$ cat config.mk
export PLATFORM = sky130hd
export DESIGN_NAME = video_proc_pipe
export DESIGN_NICKNAME = d
export VERILOG_FILES = /design/src/rtl/video_proc_pipe.sv
export SDC_FILE = /design/constraint.sdc
export NUM_CORES = 1
export LEC_CHECK = 0
export CAP_MARGIN = 20
export CORE_ASPECT_RATIO = 0.9
export CORE_MARGIN = 2
export CORE_UTILIZATION = 46
export DETAILED_ROUTE_END_ITERATION = 12
export SYNTH_ARGS = -nofsm -noshare
export SYNTH_HDL_FRONTEND = slang
export SYNTH_SLANG_ARGS = --single-unit
$ cat constraint.sdc
create_clock -name clk -period 10 [get_ports clk]
set_input_delay 1 -clock clk [delete_from_list [all_inputs] [get_ports clk]]
set_output_delay 1 -clock clk [all_outputs]
set_load 0.05 [all_outputs]
$ cat src/rtl/video_proc_pipe.sv
// Display-path pipeline: raster tracking, zone CC -> colour bars -> 3-tap unsharp mask, fixed 4-cycle latency.
// Build option: define VPP_TP_EN to include the colour-bar generator; otherwise stage 2 is a plain register.
module video_proc_pipe #(
    parameter int CW       = 8,
    parameter int H_ACTIVE = 1920,
    parameter int V_ACTIVE = 1080
) (
    input  logic            clk,
    input  logic            rst_n,
    input  logic            cc_en,
    input  logic            tp_en,
    input  logic            um_en,
    input  logic [CW-1:0]   brig,
    input  logic [3:0]      um_gain,
    input  logic            err_clr,
    input  logic [3*CW+2:0] dpi,
    output logic [3*CW+2:0] dpo,
    output logic            err_hlen
);
    localparam int DW = 3*CW + 3;
    localparam int HW = $clog2(H_ACTIVE);
    localparam int VW = $clog2(V_ACTIVE);
    localparam int LW = $clog2(H_ACTIVE + 2);
    localparam int ZQ = H_ACTIVE / 4;

    logic          w_vs, w_de, w_vs_rise;
    logic          r_vs_d, r_de_d, r_err;
    logic          r_sh_cc, r_sh_um, r_cc, r_um;
    logic [CW-1:0] r_sh_brig, r_brig;
    logic [3:0]    r_sh_gain, r_gain;
    logic [HW-1:0] r_h;
    logic [VW-1:0] r_v;
    logic [LW-1:0] r_len;
    logic [DW-1:0] r_s1, r_s2, r_c, r_l, r_out;
    logic [DW-1:0] w_s1, w_s2, w_s3;
    logic [1:0]    w_zone;
    logic          w_lower;

    assign w_vs      = dpi[DW-1];
    assign w_de      = dpi[DW-3];
    assign w_vs_rise = w_vs & ~r_vs_d;

    // Lower half mirrors the zone order (3-z == ~z) and inverts (MAX-y == ~y) after saturation.
    function automatic logic [CW-1:0] f_cc(input logic [CW-1:0] x, input logic [1:0] z,
                                           input logic lower, input logic [CW-1:0] b);
        logic [1:0]    zz;
        logic [CW-1:0] a, y;
        logic [CW:0]   s;
        zz = lower ? ~z : z;
        a  = (zz[0] ^ zz[1]) ? (b >> 1) : b;
        if (!zz[1]) begin
            s = {1'b0, x} - {1'b0, a};
            y = s[CW] ? '0 : s[CW-1:0];
        end else begin
            s = {1'b0, x} + {1'b0, a};
            y = s[CW] ? '1 : s[CW-1:0];
        end
        return lower ? ~y : y;
    endfunction

    always_comb begin
        if (r_h < HW'(ZQ))            w_zone = 2'd0;
        else if (r_h < HW'(2*ZQ))     w_zone = 2'd1;
        else if (r_h < HW'(3*ZQ))     w_zone = 2'd2;
        else                          w_zone = 2'd3;
    end
    assign w_lower = (r_v >= VW'(V_ACTIVE/2));

    assign w_s1[DW-1 -: 3] = dpi[DW-1 -: 3];
    for (genvar g = 0; g < 3; g++) begin : g_cc
        assign w_s1[g*CW +: CW] = r_cc ? f_cc(dpi[g*CW +: CW], w_zone, w_lower, r_brig)
                                       : dpi[g*CW +: CW];
    end

`ifdef VPP_TP_EN
    logic [HW-1:0] r_h1;
    logic          r_sh_tp, r_tp;
    logic [2:0]    w_bar;

    always_ff @(posedge clk or negedge rst_n) begin
        if (!rst_n) begin
            r_h1    <= '0;
            r_sh_tp <= 1'b0;
            r_tp    <= 1'b0;
        end else begin
            r_h1    <= r_h;
            r_sh_tp <= tp_en;
            if (w_vs_rise) r_tp <= r_sh_tp;
        end
    end

    always_comb begin
        w_bar = '0;
        for (int k = 1; k < 8; k++)
            if (r_h1 >= HW'(k*(H_ACTIVE/8))) w_bar = 3'(k);
    end
    // Bar order white..black maps to RGB = {~b1, ~b2, ~b0} of the bar index.
    assign w_s2 = r_tp ? {r_s1[DW-1 -: 3], {CW{~w_bar[1]}}, {CW{~w_bar[2]}}, {CW{~w_bar[0]}}}
                       : r_s1;
`else
    logic w_unused_tp;
    assign w_unused_tp = tp_en;
    assign w_s2        = r_s1;
`endif

    // Window: l = r_l, c = r_c, r = r_s2; neighbours outside den replicate the centre.
    assign w_s3[DW-1 -: 3] = r_c[DW-1 -: 3];
    for (genvar g = 0; g < 3; g++) begin : g_um
        logic [CW-1:0]        w_c, w_l, w_r, w_o;
        logic signed [CW+1:0] w_d;
        logic signed [CW+5:0] w_p, w_y;
        assign w_c = r_c[g*CW +: CW];
        assign w_l = r_l[DW-3]  ? r_l[g*CW +: CW]  : w_c;
        assign w_r = r_s2[DW-3] ? r_s2[g*CW +: CW] : w_c;
        assign w_d = $signed({1'b0, w_c, 1'b0}) - $signed({2'b0, w_l}) - $signed({2'b0, w_r});
        assign w_p = (CW+6)'(w_d) * (CW+6)'($signed({1'b0, r_gain}));
        assign w_y = $signed({6'b0, w_c}) + (w_p >>> 2);
        assign w_o = w_y[CW+5] ? '0 : ((|w_y[CW+4:CW]) ? '1 : w_y[CW-1:0]);
        assign w_s3[g*CW +: CW] = (r_um && r_c[DW-3]) ? w_o : w_c;
    end

    always_ff @(posedge clk or negedge rst_n) begin
        if (!rst_n) begin
            r_vs_d    <= 1'b0;
            r_de_d    <= 1'b0;
            r_err     <= 1'b0;
            r_sh_cc   <= 1'b0;
            r_sh_um   <= 1'b0;
            r_cc      <= 1'b0;
            r_um      <= 1'b0;
            r_sh_brig <= '0;
            r_brig    <= '0;
            r_sh_gain <= '0;
            r_gain    <= '0;
            r_h       <= '0;
            r_v       <= '0;
            r_len     <= '0;
            r_s1      <= '0;
            r_s2      <= '0;
            r_c       <= '0;
            r_l       <= '0;
            r_out     <= '0;
        end else begin
            r_vs_d    <= w_vs;
            r_de_d    <= w_de;
            r_sh_cc   <= cc_en;
            r_sh_um   <= um_en;
            r_sh_brig <= brig;
            r_sh_gain <= um_gain;
            if (w_vs_rise) begin
                r_cc   <= r_sh_cc;
                r_um   <= r_sh_um;
                r_brig <= r_sh_brig;
                r_gain <= r_sh_gain;
            end

            if (w_de) begin
                if (r_h == HW'(H_ACTIVE-1)) begin
                    r_h <= '0;
                    r_v <= (r_v == VW'(V_ACTIVE-1)) ? '0 : r_v + VW'(1);
                end else begin
                    r_h <= r_h + HW'(1);
                end
            end else if (w_vs) begin
                r_h <= '0;
                r_v <= '0;
            end

            // Run length saturates so over-long lines can never alias back to H_ACTIVE.
            if (w_de)
                r_len <= !r_de_d ? LW'(1) : ((r_len == '1) ? r_len : r_len + LW'(1));
            if (r_de_d && !w_de && (r_len != LW'(H_ACTIVE)))
                r_err <= 1'b1;
            else if (err_clr)
                r_err <= 1'b0;

            r_s1  <= w_s1;
            r_s2  <= w_s2;
            r_c   <= r_s2;
            r_l   <= r_c;
            r_out <= w_s3;
        end
    end

    assign dpo      = r_out;
    assign err_hlen = r_err;
endmodule

# Word level (Yosys, flattened, before mapping)

Index checks and enable logic that the tools add are counted.

Output and inout bits: 28
Input bits: 45
Word-level logic and storage cells: 113
Register bits after elaboration: 197

Equality and inequality tests: 6
Magnitude comparators: 4
Muxes and demuxes: 45
Bitwise logic cells: 7
Reductions and logical operators: 11
Multipliers: 3
Add/sub/neg operators: 18

Operators with widths:

| operator                | number |
|---|---|
| $mux W8                 | 31 |
| $mux W11                | 8 |
| $mul A10 B5 Y14         | 3 |
| $add A9 B12 Y13         | 3 |
| $add A11 B1 Y11 const B | 3 |
| $eq A11 B11 Y1 const B  | 3 |
| $sub A10 B9 Y10         | 3 |
| $sub A9 B8 Y10          | 3 |
| $add A8 B8 Y9           | 3 |
| $sub A8 B8 Y9           | 3 |
| $not A8 Y8              | 3 |
| $reduce_or A5 Y1        | 3 |
| $ge A11 B10 Y1 const B  | 1 |
| $lt A11 B10 Y1 const B  | 1 |
| $lt A11 B11 Y1 const B  | 1 |
| $lt A11 B9 Y1 const B   | 1 |
| $ne A11 B11 Y1 const B  | 1 |
| $mux W2                 | 3 |
| $reduce_and A2 Y1       | 2 |
| $reduce_bool A2 Y1      | 2 |
| $logic_and A1 B1 Y1     | 3 |
| $mux W1                 | 3 |
| $ne A2 B1 Y1 const B    | 1 |
| $ne A2 B2 Y1 const B    | 1 |
| other kinds (5)         | 5 |

# Longest topological paths before layout

Gate-level depths: netlist of the first run.

Word-level depth: 14
Mapped depth: 32
Gate-level depth less buffers: 30

# Worst setup path after synthesis of the first run

No wires, ideal clock.

Kind: register to register
Start point: register dpo[24] (netlist name)
End point: register r_out[19] (netlist: dpo[19])
Library setup time: 83 ps
Buffers on the path: 2
Arrival time: 7060 ps
Clock period less this slack: 7143 ps
Data required time: 9917 ps
Path slack: 2857 ps
Stages on the path, launching flop included: 30
Path through: dfrtp_1 clkbuf_1 buf_1 mux2i_1 ha_1 inv_1 ha_1 or2_2 fa_1 a21o_1 a21oi_1 xnor2_1 and2_1 ha_1 fa_1 inv_1 fa_1 inv_1 ha_1 o2111ai_1 and4b_1 xnor2_1 ha_1 or4_1 and3_1 a21oi_1 and4b_1 mux2i_1 o21ba_2 o22ai_1

RTL lines:

| what                   | line | text |
|---|---|---|
| end signal: assignment | 181  | `r_out <= w_s3;` |
| end: declaration       | 34   | `logic [DW-1:0] r_s1, r_s2, r_c, r_l, r_out;` |

==> impl_metrics.toml, run 1 <==
[synthesis]
yosysWarnings = 0
synth_edf_count = 0
ys_async_sr_fraction = 1.00
synth_top_area_frac = 0.294
yosysUniqueCellTypes = 66
synth_seq_cells = 194
synth_cells = 1723
ys_seq_area_frac = 0.294
yosys.area.top_type = "dfrtp_1"
syn_area_um2 = 16500
synth_flop_cell = "dfrtp_1"
synth.area.top_cells = "dfrtp_1 29%, ha_1 14%, fa_1 11%, and2_1 4.0%, inv_1 3.9%"
synth_common_cells = "194 x dfrtp_1, 185 x ha_1, 172 x inv_1, 110 x nor2_1, 105 x and2_1"
avgSynthCellArea_um2 = 9.60
synth_nets = 2043
yosysMostFrequentCell = "dfrtp_1"

[clocking]
clkTransAtPathRegs_ns = 0.08
cts_max_level = 4
clock-sinks = 194
post_cts_buffers = 0
cts_root_buf = "clkbuf_16"
cts_resized = 0
hold_buffers = 0
cts_buffers = 17
cts_tree = "yes"
cts_buffer_depth = 2
insertion_delay_ns = 0.45

[sta]
fin_crit_sh = 0.808
min_period_ns = 8.08
fin_worst_skew_ns = 0.0131
setup_slack_ns = 1.92
hold_violations = 0
timing.fmax_mhz = 124
slew_headroom = 0.270
tightest_slew_ns = 1.08
slew_viol_final = 0
final.setup.tns_ns = 0
rsz0062_at_grt = "false"
setup_violations = 0

[detailed_routing]
drt_iter0_markers = 758
remaining_drc_errors = 0
first_pass_iters = 5
ant_nets = 0
drt-total-wl_um = 36400
wl_per_cell_um = 16.1
vias = 12300
vias_per_cell = 5.44

[finish]
drive_gt1_frac = 0.0636
fin_nets = 2099
post-route-util = 0.521
areaGrowthSynthToFinish_pct = 11.0
diodes = 0

[floorplan]
die_w_um = 204
coreArea_um2 = 35200
rows = 65
die-area_um2 = 37500
die_y_um = 184
start_util = 0.470
io_pins = 73

[min_path]
hold_class = "reg2reg"

[placement]
io_buffers = 71
dp_hpwl_um = 28200
place.gp.congestion = 0.910
post-place-ws_ns = 1.99

[worst_setup_path]
critPathMaxStageDelay_ns = 0.75
cpLargestDelayFamily = "adder cells"
critPathBufInv = 3
slowest_stage = "dfrtp_1"
arrival_ns = 8.39
cp_common_cell = "ha_1"
cp-end-kind = "register"
cp-start-kind = "register"
cp_max_fo = 13
crit_type = "reg2reg"
cp.required_ns = 10.31

[global_route]
grt.total_usage = 0.207
grt_overflow = 0
grt_max_degree = 75
grt_pass1_wl_um = 62100
antenna_found_initial = 0
grt_pass1_vias = 12300

[run_status]
status = "completed"

[job]
max_cap_viol_count = 0
[kinds of logic after synthesis]
| group | Yosys count | share of synthesized area |
|---|---|---|
| AND/OR/NAND/NOR | 475 | 0.147 |
| AO/OA/AOI/OAI | 378 | 0.153 |
| adder cells (fa/ha/maj) | 275 | 0.249 |
| buffers and inverters | 220 | 0.0513 |
| flip-flops | 194 | 0.294 |
| XOR/XNOR | 92 | 0.0487 |
| multiplexers | 89 | 0.0571 |
[sequential cells by signal, summed over array words and instances (netlist names), 4 cells and up]
register / cells
dpo: 27
r_brig: 8
r_c: 27
r_gain: 4
r_h: 11
r_l: 24
r_len: 11
r_s1: 27
r_s2: 27
r_sh_brig: 8
r_sh_gain: 4
r_v: 11
[per-layer routing]
metal / GRT usage / vias up / part of all wire
met5: 0 / - / 0
met4: 0.0496 / 0 / 0.012
met3: 0.0252 / 24 / 0.033
met2: 0.324 / 189 / 0.44
met1: 0.304 / 5968 / 0.51
li1: - / 6110 / -
[worst paths after layout]
| kind | start | to | slack, ns | cells after the start |
|---|---|---|---|---|
| max in group asynchronous | rst_n | r_len[3] | 8.15 | 2 |
| min in group asynchronous | rst_n | r_sh_brig[3] | 0.54 | 1 |
| max | dpo[24] | dpo[16] | 1.92 | 27 |
| min | r_s1[10] | r_s2[10] | 0.34 | 0 |
| max reg2reg | dpo[24] | dpo[16] | 1.92 | 27 |
| min reg2reg | r_s1[10] | r_s2[10] | 0.34 | 0 |
[stage by stage]
stage / cell area (um^2) / hold WS, ns / std cells
2_1_floorplan: 16500 / 0.331 / 1723
3_3_place_gp: 17800 / 0.332 / 2228
3_5_place_dp: 17800 / 0.335 / 2229
4_1_cts: 18400 / 0.342 / 2261
5_1_grt: 18400 / 0.348 / 2261
6_report: 18400 / 0.343 / 2261
[cell usage in the layout, fill, tap and decap left out, types with 32 or more instances in the layout]
master	synthesis	routed
mux2i_1	46	46
nor2_1	110	110
a21oi_1	82	82
mux2_2	43	43
inv_1	172	172
and2_1	105	105
xor2_1	33	32
nand2_1	87	87
ha_1	185	185
clkdlybuf4s50_1	0	70
xnor2_1	59	58
nor3_1	36	36
dfrtp_1	194	194
o21ai_0	80	80
fa_1	90	90
[worst register-to-register path: cells and delay by family (launching register included)]
family / cells / cell delay (ns)
adders and majority gates: 8 / 2.81
and+or+nand+nor: 7 / 1.68
AOI/OAI and AO/OA: 5 / 1.07
muxes: 2 / 0.79
DFF: 1 / 0.75
buffers and inverters: 3 / 0.46
xor gates and xnor gates: 2 / 0.38
[layout make-up]
| type | instances | area [um^2] |
|---|---|---|
| Sequential cell | 194 | 4850 |
| Timing Repair Buffer | 85 | 823 |
| Inverter | 172 | 646 |
| Clock buffer | 17 | 425 |
| Multi-Input combinational cell | 1309 | 10900 |
| Fill cell | 3224 | 16900 |
| Clock inverter | 15 | 161 |
| Tap cell | 469 | 587 |
Power of run 1 is left out: the tool's default activity adds up to more than one toggle a clock period on the data nets, which glitch-free logic cannot reach.
==> run 2, diff against run 1 <==
==> constraint.sdc (replaced) <==
create_clock -name clk -period 7.5 [get_ports clk]
set_input_delay 0.75 -clock clk [delete_from_list [all_inputs] [get_ports clk]]
set_output_delay 0.75 -clock clk [all_outputs]
set_load 0.05 [all_outputs]
==> run 2 against run 1 <==
  * Wire length rose by 1.0%
  * Global-route usage is essentially flat
  * First-iteration DRC count increased by 14%
  * Sequential cell count is the same
  * Hold slack better by 0.0038 ns
  * Clock skew increased by 0.0043 ns
  * Count of clock-buffer cells in the layout grew 1
  * Core utilization grew 0.72 points
  * Fmax increased by 13%
  * Via count rose by 0.41%
==> impl_metrics.toml, run 2 (synthesis gave the netlist of run 1 again) <==
[floorplan]
rows = 65
die_w_um = 204
coreArea_um2 = 35200
die-area_um2 = 37500
die_y_um = 184
io_pins = 73
start_util = 0.470

[detailed_routing]
vias_per_cell = 5.42
drt-total-wl_um = 36700
drt_iter0_markers = 863
first_pass_iters = 6
vias = 12300
ant_nets = 0
wl_per_cell_um = 16.1
remaining_drc_errors = 0

[sta]
min_period_ns = 7.15
timing.fmax_mhz = 140
rsz0062_at_grt = "true"
tightest_slew_ns = 1.00
slew_viol_final = 0
hold_slack_ns = 0.347
setup_violations = 0
final.setup.tns_ns = 0
fin_crit_sh = 0.953
hold_violations = 0
slew_headroom = 0.323
fin_worst_skew_ns = 0.0174

[finish]
fin_cells = 2275
areaGrowthSynthToFinish_pct = 12.5
final_cell_mix = "193 x dfrtp_1, 184 x ha_1, 172 x inv_1"
design_area_um2 = 18600
final_common_cell = "dfrtp_1"
fin_nets = 2112
drive_gt1_frac = 0.0792

[clocking]
cts_buffer_depth = 2
cts_buffers = 17
clkTransAtPathRegs_ns = 0.08
cts_tree = "yes"
clock-sinks = 194
insertion_delay_ns = 0.46
cts_root_buf = "clkbuf_16"
cts_max_level = 4

[placement]
dp_cells = 2238
io_buffers = 71
place.gp.congestion = 0.876
placed_area_um2 = 17800
dp_hpwl_um = 28000

[worst_setup_path]
cp.required_ns = 7.80
critPathMaxStageDelay_ns = 0.55
slowest_stage = "fa_1"
crit_type = "reg2reg"
arrival_ns = 7.45
cp-start-kind = "register"
cp-end-kind = "register"
cp_max_fo = 16
cp_common_cell = "ha_1"

[global_route]
grt_pass1_wl_um = 62200
grt_pass1_vias = 12300
grt.total_usage = 0.207
grt_max_degree = 115
antenna_found_initial = 1
grt_overflow = 0

[min_path]
hold_class = "reg2reg"

[job]
max_cap_viol_count = 0

[run_status]
status = "completed"
-- run 2: cell types whose count changed in the layout (fill, tap and decap cells not counted), sizes merged --
| cell | before | now |
|---|---|---|
| diode | 0 | 1 |
| inv | 179 | 177 |
| clkbuf | 18 | 20 |
| clkinv | 8 | 5 |
| clkinvlp | 0 | 2 |
| bufinv | 0 | 2 |
| buf | 14 | 26 |
-- run 2: area by class of cell --
cell class | count | area, um^2
tap | 469 | 587
clock buffer | 18 | 429
multi-input combinational | 1309 | 10900
fill | 3235 | 16600
inverter | 172 | 646
antenna | 1 | 2.50
timing repair buffer | 98 | 962
clock inverter | 14 | 190
sequential | 194 | 4860
-- run 2: worst paths after layout --
path / startpoint / to / slack (ns) / depth (start not counted)
setup / recovery: dpo[24] / dpo[16] / 0.35 / 29
hold / removal: r_s1[11] / r_s2[11] / 0.35 / 0
setup reg to reg: dpo[24] / dpo[16] / 0.35 / 29
hold reg to reg: r_s1[11] / r_s2[11] / 0.35 / 0
max in group asynchronous: rst_n / r_s2[24] / 5.94 / 3
min in group asynchronous: rst_n / r_s1[25] / 0.42 / 1
-- run 2: through the flow --
| step | utilization | worst slack (ns) |
|---|---|---|
| after global placement | 0.506 | 0.242 |
| after global routing | 0.528 | -0.0414 |
| final | 0.528 | 0.353 |
| after floorplan | - | 0.357 |
| after detailed placement | 0.507 | 0.139 |
| after CTS | 0.524 | 0.0859 |
-- run 2: worst max-delay path, delay by kind of cell, from the launching register on --
kind	cells	cell delay, ns
AO/OA/AOI/OAI	5	1.03
XOR/XNOR	2	0.26
adder cells (fa/ha/maj)	8	2.87
buffers and inverters	5	0.50
flip-flops	1	0.41
multiplexers	2	0.24
AND/OR/NAND/NOR	7	1.65
-- run 2: repair_timing --
action	CTS	global route
setup endpoints to repair	0	24
hold buffers	0	0
buffers inserted	0	3
resized for setup	0	17
-- run 2: layer usage --
metal / up-vias / GRT usage / share of wire
met4: 0 / 0.0488 / 0.012
met5: - / 0 / 0
li1: 6138 / - / -
met1: 5947 / 0.301 / 0.51
met2: 224 / 0.326 / 0.44
met3: 32 / 0.0287 / 0.037
Power of run 2 is left out for the same reason.
==> run 3, diff against run 2 <==
--- a/config.mk
+++ b/config.mk
@@ -9,6 +9,7 @@
 export CORE_ASPECT_RATIO = 0.9
 export CORE_MARGIN = 2
 export CORE_UTILIZATION = 46
+export CTS_CLUSTER_DIAMETER = 120
 export DETAILED_ROUTE_END_ITERATION = 12
 export SYNTH_ARGS = -nofsm -noshare
 export SYNTH_HDL_FRONTEND = slang
==> results of run 3 <==
No change in the layout: final DEF, timing and power equal those of run 2.
Power of run 3 is left out for the same reason.
